--- src/rtl/cpu_pkg.sv ---
// Shared CPU front-end constants and the next-PC source encoding.
// pc_src_e is also meant for debug tracing of the fetch redirect path.
package cpu_pkg;

    localparam logic [31:0] RESET_PC_DEF = 32'h0000_3000;
    localparam logic [31:0] EXC_VEC_DEF  = 32'h0000_4180;
    localparam logic [31:0] IM_BASE_DEF  = 32'h0000_3000;
    localparam logic [31:0] IM_END_DEF   = 32'h0000_6FFC;

    typedef enum logic [2:0] {
        SRC_SEQ,
        SRC_BR,
        SRC_J,
        SRC_ERET,
        SRC_EXC,
        SRC_HOLD
    } pc_src_e;

    // True for every source that breaks sequential fetch.
    function automatic logic is_redirect(input pc_src_e src);
        return (src == SRC_BR) || (src == SRC_J) ||
               (src == SRC_ERET) || (src == SRC_EXC);
    endfunction

endpackage

--- src/rtl/pc_src_arb.sv ---
// Fixed-priority next-PC source arbiter: exc_req > eret > stall > jump > branch > sequential.
// Pure combinational; a hold selects the current PC as the target.
module pc_src_arb
    import cpu_pkg::*;
#(
    parameter int unsigned     AW      = 32,
    parameter logic [AW-1:0]   EXC_VEC = AW'(EXC_VEC_DEF)
) (
    input  logic          i_exc_req,
    input  logic          i_eret,
    input  logic          i_stall,
    input  logic          i_jump,
    input  logic          i_branch,
    input  logic [AW-1:0] i_jump_addr,
    input  logic [AW-1:0] i_branch_addr,
    input  logic [AW-1:0] i_epc,
    input  logic [AW-1:0] i_pc,
    input  logic [AW-1:0] i_pc_plus4,
    output pc_src_e       o_src,
    output logic [AW-1:0] o_target
);

    always_comb begin
        o_src    = SRC_SEQ;
        o_target = i_pc_plus4;
        if (i_exc_req) begin
            o_src    = SRC_EXC;
            o_target = EXC_VEC;
        end else if (i_eret) begin
            // eret forces word alignment; jump/branch targets pass through untouched.
            o_src    = SRC_ERET;
            o_target = {i_epc[AW-1:2], 2'b00};
        end else if (i_stall) begin
            o_src    = SRC_HOLD;
            o_target = i_pc;
        end else if (i_jump) begin
            o_src    = SRC_J;
            o_target = i_jump_addr;
        end else if (i_branch) begin
            o_src    = SRC_BR;
            o_target = i_branch_addr;
        end
    end

endmodule

--- src/rtl/pc_unit.sv ---
// IF-stage fetch PC register with next-PC selection, post-reset warm-up bubble
// and fetch-address fault detection on the registered PC.
module pc_unit
    import cpu_pkg::*;
#(
    parameter int unsigned     AW       = 32,
    parameter logic [AW-1:0]   RESET_PC = AW'(RESET_PC_DEF),
    parameter logic [AW-1:0]   EXC_VEC  = AW'(EXC_VEC_DEF),
    parameter logic [AW-1:0]   IM_BASE  = AW'(IM_BASE_DEF),
    parameter logic [AW-1:0]   IM_END   = AW'(IM_END_DEF)
) (
    input  logic          clk,
    input  logic          reset_n,
    input  logic          stall,
    input  logic          jump,
    input  logic [AW-1:0] jump_addr,
    input  logic          branch,
    input  logic [AW-1:0] branch_addr,
    input  logic          exc_req,
    input  logic          eret,
    input  logic [AW-1:0] epc,
    output logic [AW-1:0] pc,
    output logic [AW-1:0] pc_plus4,
    output logic          fetch_valid,
    output logic          fetch_fault,
    output logic          redirect
);

    logic [AW-1:0] r_pc;
    logic          r_valid;
    logic          r_redirect;

    logic [AW-1:0] w_pc_plus4;
    logic [AW-1:0] w_target;
    pc_src_e       w_src;
    logic          w_misalign;
    logic          w_out_of_range;

    assign w_pc_plus4 = r_pc + AW'(4);

    pc_src_arb #(
        .AW      (AW),
        .EXC_VEC (EXC_VEC)
    ) u_arb (
        .i_exc_req     (exc_req),
        .i_eret        (eret),
        .i_stall       (stall),
        .i_jump        (jump),
        .i_branch      (branch),
        .i_jump_addr   (jump_addr),
        .i_branch_addr (branch_addr),
        .i_epc         (epc),
        .i_pc          (r_pc),
        .i_pc_plus4    (w_pc_plus4),
        .o_src         (w_src),
        .o_target      (w_target)
    );

    // The first edge after reset only opens the fetch window; inputs are ignored.
    always_ff @(posedge clk or negedge reset_n) begin
        if (!reset_n) begin
            r_pc       <= RESET_PC;
            r_valid    <= 1'b0;
            r_redirect <= 1'b0;
        end else if (!r_valid) begin
            r_valid    <= 1'b1;
            r_redirect <= 1'b0;
        end else begin
            r_pc <= w_target;
            if (w_src != SRC_HOLD) begin
                r_redirect <= is_redirect(w_src);
            end
        end
    end

    assign w_misalign     = |r_pc[1:0];
    assign w_out_of_range = (r_pc < IM_BASE) || (r_pc > IM_END);

    assign pc          = r_pc;
    assign pc_plus4    = w_pc_plus4;
    assign fetch_valid = r_valid;
    assign fetch_fault = r_valid & (w_misalign | w_out_of_range);
    assign redirect    = r_redirect;

endmodule

--- config.mk ---
export PLATFORM = sky130hd
export DESIGN_NAME = pc_unit
export DESIGN_NICKNAME = d
export VERILOG_FILES = /design/src/rtl/cpu_pkg.sv /design/src/rtl/pc_src_arb.sv /design/src/rtl/pc_unit.sv
export SDC_FILE = /design/constraint.sdc
export NUM_CORES = 1
export LEC_CHECK = 0
export CORE_AREA = 2 2 81 83
export CTS_BUF_LIST = sky130_fd_sc_hd__clkbuf_4 sky130_fd_sc_hd__clkbuf_8
export CTS_CLUSTER_DIAMETER = 30
export DETAILED_ROUTE_END_ITERATION = 10
export DIE_AREA = 0 0 83 85
export DONT_BUFFER_PORTS = 1
export HOLD_SLACK_MARGIN = 0.1
export PLACE_DENSITY_LB_ADDON = 0.25
export SLEW_MARGIN = 40
export SYNTH_ARGS = -nofsm -noshare
export SYNTH_HDL_FRONTEND = slang
export SYNTH_SLANG_ARGS = --single-unit
--- constraint.sdc ---
create_clock -name clk -period 2 [get_ports clk]
set_input_delay 0.1 -clock clk [delete_from_list [all_inputs] [get_ports clk]]
set_output_delay 0.1 -clock clk [all_outputs]
set_load 0.05 [all_outputs]
==> results.md, run 1 <==
* Placed inst area at 4170 um2
* Final Skew at 0.0103 ns
* Crit path kind: register to output port
* Met2 Usage GRT at 65.5%
* Worst min-delay path class: input port to register
* Async SR Flop Fraction at 100%
* Count of cell types in the netlist at 63
* Synth top area share at 26.6%
* Number of global-route vias before repair at 4,025
* DRT iter0 DRCs at 369
* Pin count of the biggest net entering global routing at 35
* DR vias/cell at 7.08
* Initial antenna violation count at 0
* Final setup fails at 23
* Met1 Use GR at 46.0%
* Hold WS at 0.0900 ns
* Pwr per Cell Area at 669 nW/um2
* Nets at 606
* Synth Warn # at 0
* Die area at 7060 um2
* Worst slew margin at 60.5%
* CTS tree: yes
* Antenna viol nets, final at 0
* Ports at 170
* Most used DFF post-synth: dfrtp_1
* Fmax at 435 MHz
* CORE AREA at 6200 um2
* Gr usage total at 38.6%
* Status: finished, violations left
* Die X at 83 um
* DRC at 0
* CTS clock-pin slew for the worst setup and hold paths at 0.08 ns
* Largest cells by area after synthesis: dfrtp_1 (27%), xnor2_1 (5.8%), nand2_1 (4.4%)
* Starting Density at 48.5%
* CP Launch Type: register
* WL final at 14,800 um
* CP arrival at 2.20 ns
* Via count at 4,109
* Final std cell area, no fill at 5150 um2
* Core Util, Final at 82.9%
* Critical-path cell list: and2_1 -> nand4_1 -> nor2_2 -> nand4_1 -> xnor2_4 -> buf_12
* Synth top cells by count: nand2_1 (35), dfrtp_1 (32), nor2_1 (26)
* Synthesized area per cell at 8.06 um2
* CTS max path bufs at 2
* Routed wire length per instance at 25.5 um
* Post-Syn Nets at 477
* Antenna diodes at 0
* Layout area overhead at 71.2%
* Most frequent cell after synthesis: nand2_1
* Slowest CP cell: dfstp_4
* Final hold vios at 0
* Most used routing layer: met2
* Layout cells sized above 1 at 43.1%
* Clk sinks at 34
* Max FO, Critical Path at 3
* First-pass GRT wire length at 21,300 um
* Failing checks: setup timing
* Synth area leader: dfrtp_1
* CTS Buf Count at 5
* Root buffer selected by CTS: clkbuf_8
* PortBufs at 0
* Number of flops mapped to enable cells by yosys at 0
* #FFs+latches synth at 34
* CP endpoint kind: output port
* Total negative setup slack at -3.60 ns
* Placer Congestion at 0.970
* Drt pass-1 iters at 5
* CP required at 1.90 ns
* Total of max-cap violations at 0
* Crit path time final at 2.30 ns
* Fill cells at 332
* Cells after Synth at 373
* Die Span Y at 85 um
* RSZ-0062 raised after global routing: true
* Max stage delay on crit path at 0.64 ns
* Crit share post-route at 115%
* # rows at 29
* Final setup margin at -0.297 ns
* Total grt overflow at 0
* Met3 Usage GRT at 9.53%
* Leak at 2.16 nW
* Synthesized cell area at 3010 um2
* Most frequent CP cell: nand4_1
* Skew-Pair Late Insertion Delay at 0.30 ns
* Seq/Total Area, Yosys at 28.4%
* Slew Limit Fails at 0
* H-tree Lvls at 2
* Least-Margin Pin Slew at 0.591 ns
* Hpwl dp at 9270 um
* Maximum VDD drop at 0.000598 V
## state kept, by name (all words and copies together) (netlist names)
register / cells
fetch_valid: 1
redirect: 1
pc: 32
## layout by cell type (no fill, tap or decap), types with 6 or more instances in the layout
master	count
inv_1	6
buf_4	87
o21a_1	10
and3_1	8
dfrtp_2	20
nand4_1	15
nand3_1	12
o22ai_1	10
xnor2_4	13
buf_6	14
buf_12	13
dfrtp_1	11
nand2_1	31
a21oi_1	19
nor2_1	23
a221oi_1	7
a22oi_1	6
dlygate4sd3_1	41
o21ai_0	17
## stage by stage
step / instances / power, W / setup WS (ns)
6_report: 580 / 0.00344 / -0.297
3_5_place_dp: 511 / 0.00240 / -0.0228
4_1_cts: 572 / 0.00333 / -0.289
5_1_grt: 580 / 0.00353 / -0.352
3_3_place_gp: 511 / 0.00238 / 0.0130
2_1_floorplan: 373 / 0.00197 / -0.332
## routing by layer
metal  vias up  routed length [um]
met5         -                   0
met4         0                 893
met3        93                1770
met2       376                6980
met1      1956                5170
li1       1684                   -
## report_power, final
part           leakage, nW  internal (W)  total, W  switching [W]
Combinational         1.69      0.000661   0.00178        0.00112
Clock               0.0683      0.000500  0.000803       0.000303
Sequential           0.400      0.000777  0.000857      0.0000793
## what timing repair did
| action | CTS | global route |
|---|---|---|
| setup buffers | 11 | 8 |
| hold buffers | 42 | 0 |
| gates cloned | 0 | 0 |
| endpoints found under the setup margin | 21 | 27 |
| resized for setup | 30 | 24 |
| pin swaps | 17 | 12 |
| hold endpoints to repair | 59 | 0 |
## logic make-up (layout without fill, tap and decap cells)
logic type	after synthesis	count (layout)	share of synthesized area, %
AO/OA/AOI/OAI	124	124	29.8
XOR/XNOR	26	26	7.57
adder cells (fa/ha/maj)	1	1	0.416
buffers and inverters	42	172	7.57
flip-flops	34	34	28.4
multiplexers	5	5	1.66
other	1	1	0.125
AND/OR/NAND/NOR	140	140	24.4
## path summary, 6_finish.rpt
check	to	cells after the start	start	slack, ns
setup / recovery	pc_plus4[22]	6	pc[13]	-0.30
hold / removal	pc[10]	2	jump_addr[10]	0.09
setup reg to reg	pc[22]	7	pc[13]	-0.26
hold reg to reg	pc[27]	2	pc[27]	0.61
max in group asynchronous	pc[12]	2	reset_n	1.47
min in group asynchronous	pc[18]	2	reset_n	0.26
## worst max-delay path: cells and delay by family, from the launching register on
kind,cells,cell delay [ns]
xor+xnor,1,0.25
buf+inv,1,0.16
flops,1,0.64
simple gates,4,0.86
## area by class of cell
class                      instances  area, um2  area share [%]
tap                               77       96.3            1.87
inverter                           9       33.8           0.656
sequential                        34        890            17.3
multi-input combinational        297       2510            48.7
clock buffer                       5       68.8            1.34
timing repair buffer             155       1480            28.8
clock inverter                     3       68.8            1.34
No activity file was read; power rests on OpenSTA's default activity.
==> run 2: changes to the inputs <==
- CORE_AREA: 2 2 81 83 -> 2 2 104 106
- DIE_AREA: 0 0 83 85 -> 0 0 106 108
==> run 2 against run 1 <==
  * The flow still finishes with violations (setup timing)
  * Sequential power down 0.6%
  * Die area up 62%
  * Fmax up 1.2%
  * Critical path type unchanged
  * Largest cell class unchanged
  * Highest routed layer unchanged
==> results.md, run 2 (same netlist as run 1, synthesis figures left out) <==
* CTS clock-pin slew for the worst setup and hold paths at 0.08 ns
* Ports at 170
* Pin count of the biggest net entering global routing at 35
* Worst slew margin at 52.7%
* Largest register FFs at 32
* Die X at 106 um
* Final Skew at 0.00721 ns
* Gr usage total at 24.8%
* Crit path time final at 2.27 ns
* Least-Margin Pin Slew at 0.708 ns
* Clk sinks at 34
* Leak at 2.14 nW
* Die area at 11,400 um2
* RSZ-0062 raised after global routing: true
* CP Launch Type: register
* CORE AREA at 10,200 um2
* Comb power frac at 55.3%
* Initial antenna violation count at 0
* Setup Slack @ Placement at 0.00355 ns
* CP endpoint kind: output port
* Register-to-register setup slack at -0.01 ns
* Worst min-delay path class: input port to register
* Switching Fraction at 45.2%
* H-tree Lvls at 2
* Final setup margin at -0.271 ns
* Critical R2R Launch: pc[13]
* CTS Buf Count at 5
* Antenna diodes at 0
* Skew-Pair Late Insertion Delay at 0.29 ns
* Crit path kind: register to output port
* Maximum VDD drop at 0.000316 V
* Most common cell after layout, fill and taps aside: buf_4
* Crit share post-route at 114%
* Failing checks: setup timing
* Fill cells at 956
* Sw Pwr at 0.00143 W
* Total power at 0.00316 W
* Part of the power in registers at 27.0%
* CP required at 1.90 ns
* Nets at 605
* Pwr per Cell Area at 604 nW/um2
* Hpwl dp at 10,300 um
* Placer Congestion at 0.861
* DRT met1 WL at 5750 um
* Met3 wire length at 1230 um
* Status: finished, violations left
* # rows at 37
* Pint at 0.00173 W
* Total negative setup slack at -2.59 ns
* WL final at 14,300 um
* Via count at 3,662
* Placed insts at 572
* Non-filler cells, final at 638
* Worst Reg-to-Reg Cells at 8
* Final hold vios at 0
* Starting Density at 29.4%
* DR vias/cell at 5.74
* Root buffer selected by CTS: clkbuf_8
* R2R Path End: pc[29]
* Drt pass-1 iters at 4
* Max FO, Critical Path at 3
* CTS tree: yes
* Max Used Layer: met4
* Worst setup path end: pc_plus4[27]
* Crit path from: pc[13]
* PortBufs at 0
* CP arrival at 2.17 ns
* Layout cells sized above 1 at 44.4%
* Slew Limit Fails at 0
* Clock share of power at 17.7%
* Number of global-route vias before repair at 3,739
* Antenna viol nets, final at 0
* CTS max path bufs at 2
* DRT iter0 DRCs at 272
* Total grt overflow at 0
* Most frequent cells in the layout: buf_4 (86), dlygate4sd3_1 (37), nand2_1 (32)
* Total of max-cap violations at 0
* Layout area overhead at 73.9%
* DRC at 0
* Fmax at 440 MHz
* Die Span Y at 108 um
* Placed inst area at 4270 um2
* Met2 wire length at 7040 um
* Final std cell area, no fill at 5230 um2
* Routed wire length per instance at 22.4 um
* First-pass GRT wire length at 21,600 um
* Final setup fails at 16
[run 2: through the flow]
step	hold WS (ns)	util [%]
after floorplan	-0.196	-
after global placement	-0.194	41.8
after detailed placement	-0.193	41.8
after CTS	0.106	49.1
after global routing	0.108	51.1
final	0.102	51.1
[run 2: worst min-delay path by stage]
stage | start | to | slack, ns | depth (start not counted)
floorplan | reset_n | fetch_valid | -0.20 | 0
global placement | reset_n | pc[24] | -0.19 | 0
detailed placement | reset_n | pc[24] | -0.19 | 0
CTS | eret | pc[29] | 0.11 | 4
global route | branch_addr[25] | pc[25] | 0.11 | 3
finish | branch_addr[25] | pc[25] | 0.10 | 3
[run 2: power groups by stage]
stage,combinational (W),clock (W),sequential [W]
6_report,0.00175,0.000559,0.000852
5_1_grt,0.00184,0.000584,0.000863
4_1_cts,0.00170,0.000562,0.000848
3_5_place_dp,0.00156,0,0.000857
3_3_place_gp,0.00155,0,0.000854
2_1_floorplan,0.000798,0,0.00118
[run 2: area by class of cell]
class	instances	area (um2)	area share (%)
tap	136	170	3.25
clock buffer	8	91.3	1.75
inverter	9	36.3	0.694
sequential	34	891	17.0
multi-input combinational	297	2540	48.6
timing repair buffer	154	1500	28.6
[run 2: per-layer routing]
layer	track usage, %	vias to the layer above
met2	43.0	167
met4	7.05	0
met5	0	-
met1	31.2	1794
met3	5.36	19
li1	-	1682
[run 2: repair_timing]
item                                    CTS  global route
pin swaps                                21            22
buffers inserted                         12            10
hold endpoints to repair                 57             0
resized for setup                        38            32
endpoints found under the setup margin   21            32
cloned                                    0             0
hold buffers                             40             0
[run 2: worst max-delay path: stages (launching register included)]
cell,delay [ns]
dfstp_4,0.64
nand2_4,0.05
or3_4,0.35
or4_4,0.48
xnor2_4,0.20
buf_12,0.15
